### config.mk
export PLATFORM = sky130hd
export DESIGN_NAME = cpu_multicycle
export DESIGN_NICKNAME = d
export VERILOG_FILES = /design/src/rtl/cpu_multicycle.sv
export SDC_FILE = /design/constraint.sdc
export NUM_CORES = 2
export LEC_CHECK = 0
export BUFFER_PORTS_ARGS = -buffer_cell sky130_fd_sc_hd__buf_2
export CAP_MARGIN = 30
export CORE_ASPECT_RATIO = 0.7
export CORE_MARGIN = 4
export CORE_UTILIZATION = 45
export DETAILED_ROUTE_END_ITERATION = 12
export PLACE_DENSITY_LB_ADDON = 0.05
export SKIP_CTS_REPAIR_TIMING = 1
export SYNTH_ARGS = -nofsm -noshare
export SYNTH_HDL_FRONTEND = slang
export SYNTH_SLANG_ARGS = --single-unit
export TNS_END_PERCENT = 10
### constraint.sdc
create_clock -name clk -period 3.4 [get_ports clk]
set_input_delay 0.51 -clock clk [delete_from_list [all_inputs] [get_ports clk]]
set_output_delay 0.51 -clock clk [all_outputs]
set_load 0.1 [all_outputs]
### src/rtl/cpu_multicycle.sv
// rtl/cpu_multicycle.sv - multi-cycle ARM-style data-processing core
// FETCH/DECODE/EXECUTE/WRITEBACK FSM with req/ack instruction fetch and a retire port.
module cpu_multicycle #(
  parameter int          DATA_W   = 32,
  parameter logic [31:0] RESET_PC = 32'h0000_0000,
  parameter int          PC_STEP  = 4
) (
  input  logic              clk,
  input  logic              reset,
  output logic              imem_req,
  output logic [31:0]       imem_addr,
  input  logic              imem_ack,
  input  logic [31:0]       imem_data,
  output logic              retire_valid,
  output logic [3:0]        retire_rd,
  output logic [DATA_W-1:0] retire_data,
  output logic [3:0]        flags,
  output logic              illegal
);

  typedef enum logic [1:0] {
    S_FETCH,
    S_DECODE,
    S_EXECUTE,
    S_WRITEBACK
  } state_t;

  localparam logic [3:0] CMD_AND = 4'b0000;
  localparam logic [3:0] CMD_SUB = 4'b0010;
  localparam logic [3:0] CMD_ADD = 4'b0100;
  localparam logic [3:0] CMD_ORR = 4'b1100;
  localparam logic [3:0] CMD_MOV = 4'b1101;

  state_t              r_state;
  state_t              w_next;
  logic                r_imem_req;
  logic [31:0]         r_pc;
  logic [31:0]         r_ir;
  logic [DATA_W-1:0]   r_regs [0:15];
  logic [DATA_W-1:0]   r_a;
  logic [DATA_W-1:0]   r_b;
  logic [DATA_W-1:0]   r_result;
  logic                r_ill_ir;
  logic [3:0]          r_flags;
  logic                r_retire_valid;
  logic [3:0]          r_retire_rd;
  logic [DATA_W-1:0]   r_retire_data;
  logic                r_illegal;

  logic                w_accept;
  logic [3:0]          w_cmd;
  logic [3:0]          w_rn;
  logic [3:0]          w_rd;
  logic [3:0]          w_rm;
  logic                w_imm_sel;
  logic                w_set_flags;
  logic                w_legal;
  logic [31:0]         w_pc8;
  logic [DATA_W-1:0]   w_r15;
  logic [DATA_W-1:0]   w_src_a;
  logic [DATA_W-1:0]   w_src_b;
  logic [DATA_W:0]     w_sum;
  logic [DATA_W:0]     w_diff;
  logic [DATA_W-1:0]   w_alu;
  logic                w_c;
  logic                w_v;
  logic [3:0]          w_nzcv;
  logic                w_unused_ir;

  assign w_accept    = (r_state == S_FETCH) && r_imem_req && imem_ack;
  assign w_cmd       = r_ir[24:21];
  assign w_rn        = r_ir[19:16];
  assign w_rd        = r_ir[15:12];
  assign w_rm        = r_ir[3:0];
  assign w_imm_sel   = r_ir[25];
  assign w_set_flags = r_ir[20];
  assign w_unused_ir = &{r_ir[31:28], r_ir[11:4]};

  assign w_legal = (r_ir[27:26] == 2'b00) &&
                   (w_cmd inside {CMD_AND, CMD_SUB, CMD_ADD, CMD_ORR, CMD_MOV});

  // R15 reads see the pipeline-style PC+8 of the instruction being executed.
  assign w_pc8   = r_pc + 32'd8;
  assign w_r15   = w_pc8[DATA_W-1:0];
  assign w_src_a = (w_rn == 4'd15) ? w_r15 : r_regs[w_rn];
  assign w_src_b = w_imm_sel ? DATA_W'(r_ir[7:0]) :
                   ((w_rm == 4'd15) ? w_r15 : r_regs[w_rm]);

  assign w_sum  = {1'b0, r_a} + {1'b0, r_b};
  assign w_diff = {1'b0, r_a} - {1'b0, r_b};

  always_comb begin
    w_alu = '0;
    w_c   = r_flags[1];
    w_v   = r_flags[0];
    case (w_cmd)
      CMD_ADD: begin
        w_alu = w_sum[DATA_W-1:0];
        w_c   = w_sum[DATA_W];
        w_v   = (r_a[DATA_W-1] == r_b[DATA_W-1]) && (w_alu[DATA_W-1] != r_a[DATA_W-1]);
      end
      CMD_SUB: begin
        // Carry is the inverse of the borrow out of the extended subtraction.
        w_alu = w_diff[DATA_W-1:0];
        w_c   = ~w_diff[DATA_W];
        w_v   = (r_a[DATA_W-1] != r_b[DATA_W-1]) && (w_alu[DATA_W-1] != r_a[DATA_W-1]);
      end
      CMD_AND: w_alu = r_a & r_b;
      CMD_ORR: w_alu = r_a | r_b;
      CMD_MOV: w_alu = r_b;
      default: w_alu = '0;
    endcase
  end

  assign w_nzcv = {w_alu[DATA_W-1], (w_alu == '0), w_c, w_v};

  always_comb begin
    w_next = r_state;
    case (r_state)
      S_FETCH:     if (w_accept) w_next = S_DECODE;
      S_DECODE:    w_next = S_EXECUTE;
      S_EXECUTE:   w_next = S_WRITEBACK;
      S_WRITEBACK: w_next = S_FETCH;
      default:     w_next = S_FETCH;
    endcase
  end

  always_ff @(posedge clk) begin
    if (reset) begin
      r_state        <= S_FETCH;
      r_imem_req     <= 1'b0;
      r_pc           <= RESET_PC;
      r_ir           <= '0;
      r_a            <= '0;
      r_b            <= '0;
      r_result       <= '0;
      r_ill_ir       <= 1'b0;
      r_flags        <= '0;
      r_retire_valid <= 1'b0;
      r_retire_rd    <= '0;
      r_retire_data  <= '0;
      r_illegal      <= 1'b0;
      for (int i = 0; i < 16; i++) r_regs[i] <= '0;
    end else begin
      r_state        <= w_next;
      r_imem_req     <= (w_next == S_FETCH);
      r_retire_valid <= 1'b0;
      r_illegal      <= 1'b0;
      case (r_state)
        S_FETCH: begin
          if (w_accept) r_ir <= imem_data;
        end
        S_DECODE: begin
          r_a      <= w_src_a;
          r_b      <= w_src_b;
          r_ill_ir <= ~w_legal;
        end
        S_EXECUTE: begin
          // Retire outputs are loaded here so they are visible during WRITEBACK.
          r_result <= w_alu;
          if (!r_ill_ir) begin
            r_retire_valid <= 1'b1;
            r_retire_rd    <= w_rd;
            r_retire_data  <= w_alu;
            if (w_set_flags) r_flags <= w_nzcv;
          end else begin
            r_illegal     <= 1'b1;
            r_retire_data <= '0;
          end
        end
        S_WRITEBACK: begin
          if (!r_ill_ir && (w_rd == 4'd15)) begin
            r_pc <= 32'(r_result);
          end else begin
            r_pc <= r_pc + 32'(PC_STEP);
            if (!r_ill_ir) r_regs[w_rd] <= r_result;
          end
        end
        default: ;
      endcase
    end
  end

  assign imem_req     = r_imem_req;
  assign imem_addr    = r_pc;
  assign retire_valid = r_retire_valid;
  assign retire_rd    = r_retire_rd;
  assign retire_data  = r_retire_data;
  assign flags        = r_flags;
  assign illegal      = r_illegal;

endmodule
==> summary.md <==
| Metric | Value |
|---|---|
| Slowest stage cell, crit path | `or4_4` |
| Maximum resistive drop on vdd | `roughly 0.47 mV` |
| Failing checks | `setup timing` |
| Pre-CTS setup slack | `-0.922 ns` |
| Worst R2R Setup Slack | `-0.44 ns` |
| Post-route insts no fill | `~5000` |
| Metal1 wirelength | `65600 um` |
| H-tree levels | `3` |
| Num CTS Buffers | `slightly below 80` |
| Hold path depth | `3` |
| Number of global-route vias before repair | `a little over 30000` |
| I/O pin cnt | `110` |
| Post-layout minimum cycle time | `between 3 and 4 ns` |
| Commonest cells post-synth | `edfxtp_1, and2_1, mux4_2` |
| Startpoint Class | `register` |
| Tightest Pin Transition | `~1.0 ns` |
| Synthesized area | `roughly 41000 sq um` |
| Setup TNS | `-1.86 ns` |
| Routed WL per cell | `29.0 um` |
| Largest net degree at the start of global routing | `around 110` |
| DRT Wirelength | `149000 um` |
| Clk pin slew, worst setup/hold paths | `~0.06 ns` |
| Hold Crit Class | `in2reg` |
| Crit-path max cell delay | `around 0.5 ns` |
| First-pass GRT wire length | `214000 um` |
| Synth warn | `0` |
| CORE AREA | `90000 sq um` |
| Final nets | `between 3000 and 4000` |
| RR Endpoint | `flags[2]` |
| Total track usage | `0.307` |
| Clk_skew | `between 0.02 and 0.025 ns` |
| GRT overflow | `0` |
| Max frequency | `around 0.26 GHz` |
| Max_slew headroom | `0.312` |
| Initial antenna violation count | `8` |
| P&R area growth vs syn | `20.6%` |
| Met3 wire len | `between 10000 and 15000 um` |
| R2R depth | `13` |
| DRC viols | `0` |
| Worst EP required | `3.97 ns` |
| Placed Cells | `4977` |
| Clock latency on the worst-skew pair | `about 0.67 ns` |
| Share of cells above drive strength 1 | `0.302` |
| Syn Inst Count | `3454` |
| Die Width | `approximately 370 um` |
| Final max-slew violation count | `0` |
| Final Hold Fails | `0` |
| Min-Delay Endpoint | `r_ir[5]` |
| Router iterations before antenna repair | `8` |
| Async SR Flop Fraction | `0` |
| Cells along the critical path | `ha_4, fa_2, a21o_1, a221o_2, a221o_1, a21oi_2, nand4_1, buf_6, nor4bb_4, buf_4, nand4_1, or4_4, o41ai_2` |
| Critical path class | `reg2reg` |
| Worst Hold Launch | `imem_data[5]` |
| I/O Buffers | `101` |
| Die ar. | `95600 sq um` |
| Post-DP HPWL | `~100000 um` |
| Met2 wire length | `66400 um` |
| Leakage power | `~18 nW` |
| GP Congestion | `0.967` |
| Design Power | `33.8 mW` |
| Register area share after synthesis | `0.478` |
| Post-route setup slack | `-0.438 ns` |
| Fin crit share | `1.13` |
| Initial Util | `0.453` |
| Clk sinks | `just over 700` |
| Row count | `around 90` |
| Final setup viols | `17` |
| FF-to-FF Start | `r_b[0]` |
| DR iter-0 viols | `between 3000 and 4000` |
| Clock buffer depth | `3` |
| Vias/cell | `6.12` |
| Chip height | `260 um` |
| Cell with the most instances after synthesis | `edfxtp_1` |
| Most used cell, CP | `nand4_1` |
| Max_cap viols | `0` |
| ANT nets after route | `0` |
| RSZ-0062 raised after global routing | `true` |
| Status | `complete, but fails checks` |
| Top sig layer | `met4` |
| CP max FO | `5` |
| CTS tree | `built` |
| Root Driver | `clkbuf_16` |
| Synth cell types | `94` |
| Largest cells by area after synthesis | `edfxtp_1, mux4_2, dfxtp_1, and2_1, ha_1` |
| Syn avg cell area | `about 12 sq um` |
| Worst setup path startpoint | `r_b[0]` |
| Flops & latches, synth | `approximately 720` |
| Synth top area share | `0.377` |
| PD cells | `a little under 700 nW/um^2` |
| CP Capture Type | `register` |
| Number of synthesized flops with an enable pin | `512` |
| Dominant synthesized flop cell | `edfxtp_1` |
| Vias | `between 30000 and 40000` |
| Synth area leader | `edfxtp_1` |
| Worst EP arrival | `around 4.4 ns` |
==> where the power goes <==
| part | switching [mW] | internal, mW | leakage (nW) |
|---|---|---|---|
| clock | 3.75 | 4.97 | 1.23 |
| sequential | 1.07 | 10.1 | 6.95 |
| combinational | 7.93 | 5.98 | 9.95 |
==> area by class of cell <==
type | instances | area [sq um]
antenna | 2 | 5.00
clock inverter | 42 | 505
timing repair buffer | 571 | 4490
sequential | 718 | 19500
inverter | 111 | 417
multi-input combinational | 2362 | 20700
fill | 7822 | 40800
clock buffer | 100 | 2040
tap | 1222 | 1530
==> worst max-delay path by stage <==
stage / endpoint
4_1_cts: flags[2]
5_1_grt: flags[2]
3_5_place_dp: flags[2]
3_3_place_gp: flags[2]
6_report: flags[2]
2_1_floorplan: flags[2]
==> per-stage QoR <==
step / util / hold slack, ns / area, sq um
3_3_place_gp: 0.510 / 0.442 / 45900
2_1_floorplan: - / 0.436 / 40900
4_1_cts: 0.538 / 0.0288 / 48500
3_5_place_dp: 0.510 / 0.452 / 45900
6_report: 0.547 / 0.0777 / 49200
5_1_grt: 0.546 / 0.0568 / 49200
==> cells by family (layout without fill, tap and decap cells) <==
logic type / Yosys count / in the layout / share of synthesized area
compound gates: 650 / 650 / 0.108
xor+xnor: 31 / 31 / 0.00666
fa+ha+maj: 111 / 111 / 0.0344
buf+inv: 405 / 824 / 0.0382
flops: 718 / 718 / 0.478
mux: 341 / 341 / 0.182
other cells: 1 / 34 / 0.0000919
simple gates: 1197 / 1197 / 0.153
==> layout by cell type (no fill, tap or decap), types with 13 or more instances in the layout <==
| master | count |
|---|---|
| nand4_1 | 24 |
| o31ai_1 | 17 |
| a211oi_1 | 71 |
| o21ai_0 | 106 |
| nor2_1 | 258 |
| a221oi_1 | 18 |
| conb_1 | 32 |
| or2_2 | 18 |
| clkinv_1 | 15 |
| mux4_2 | 320 |
| and3_1 | 18 |
| nor2b_1 | 16 |
| buf_2 | 100 |
| xnor2_1 | 20 |
| and2_1 | 487 |
| a2bb2oi_1 | 27 |
| nor2_4 | 13 |
| a21o_1 | 23 |
| nand2_1 | 203 |
| dfxtp_2 | 14 |
| a22oi_1 | 35 |
| nand3_1 | 37 |
| nor3_1 | 31 |
| buf_4 | 428 |
| inv_1 | 106 |
| buf_12 | 33 |
| dfxtp_1 | 186 |
| ha_1 | 94 |
| mux2i_1 | 20 |
| clkbuf_16 | 78 |
| nand2b_1 | 20 |
| clkbuf_1 | 21 |
| a21oi_1 | 159 |
| edfxtp_1 | 512 |
==> per-layer routing <==
metal  vias up  GRT usage
met1     16031      0.458
li1      13679          -
met5         -          0
met2      1488      0.469
met3       190     0.0584
met4         0     0.0677
==> flip-flops by register name (all words and copies together), names as in the netlist, named ones only <==
register and count:
r_regs 512, imem_addr 32, r_a 32, r_b 32
r_result 32, retire_data 32, r_ir 24, flags 4
retire_rd 4, r_state 2, illegal 1, imem_req 1
r_ill_ir 1, retire_valid 1
==> worst max-delay path, delay by kind of cell, from the launching register on <==
family                     cells  cell delay, ns
buffers and inverters          2            0.34
adders and majority gates      2            0.55
AOI/OAI and AO/OA              5            1.47
DFF                            1            0.37
and+or+nand+nor                4            1.00
No activity file was read; power rests on OpenSTA's default activity.
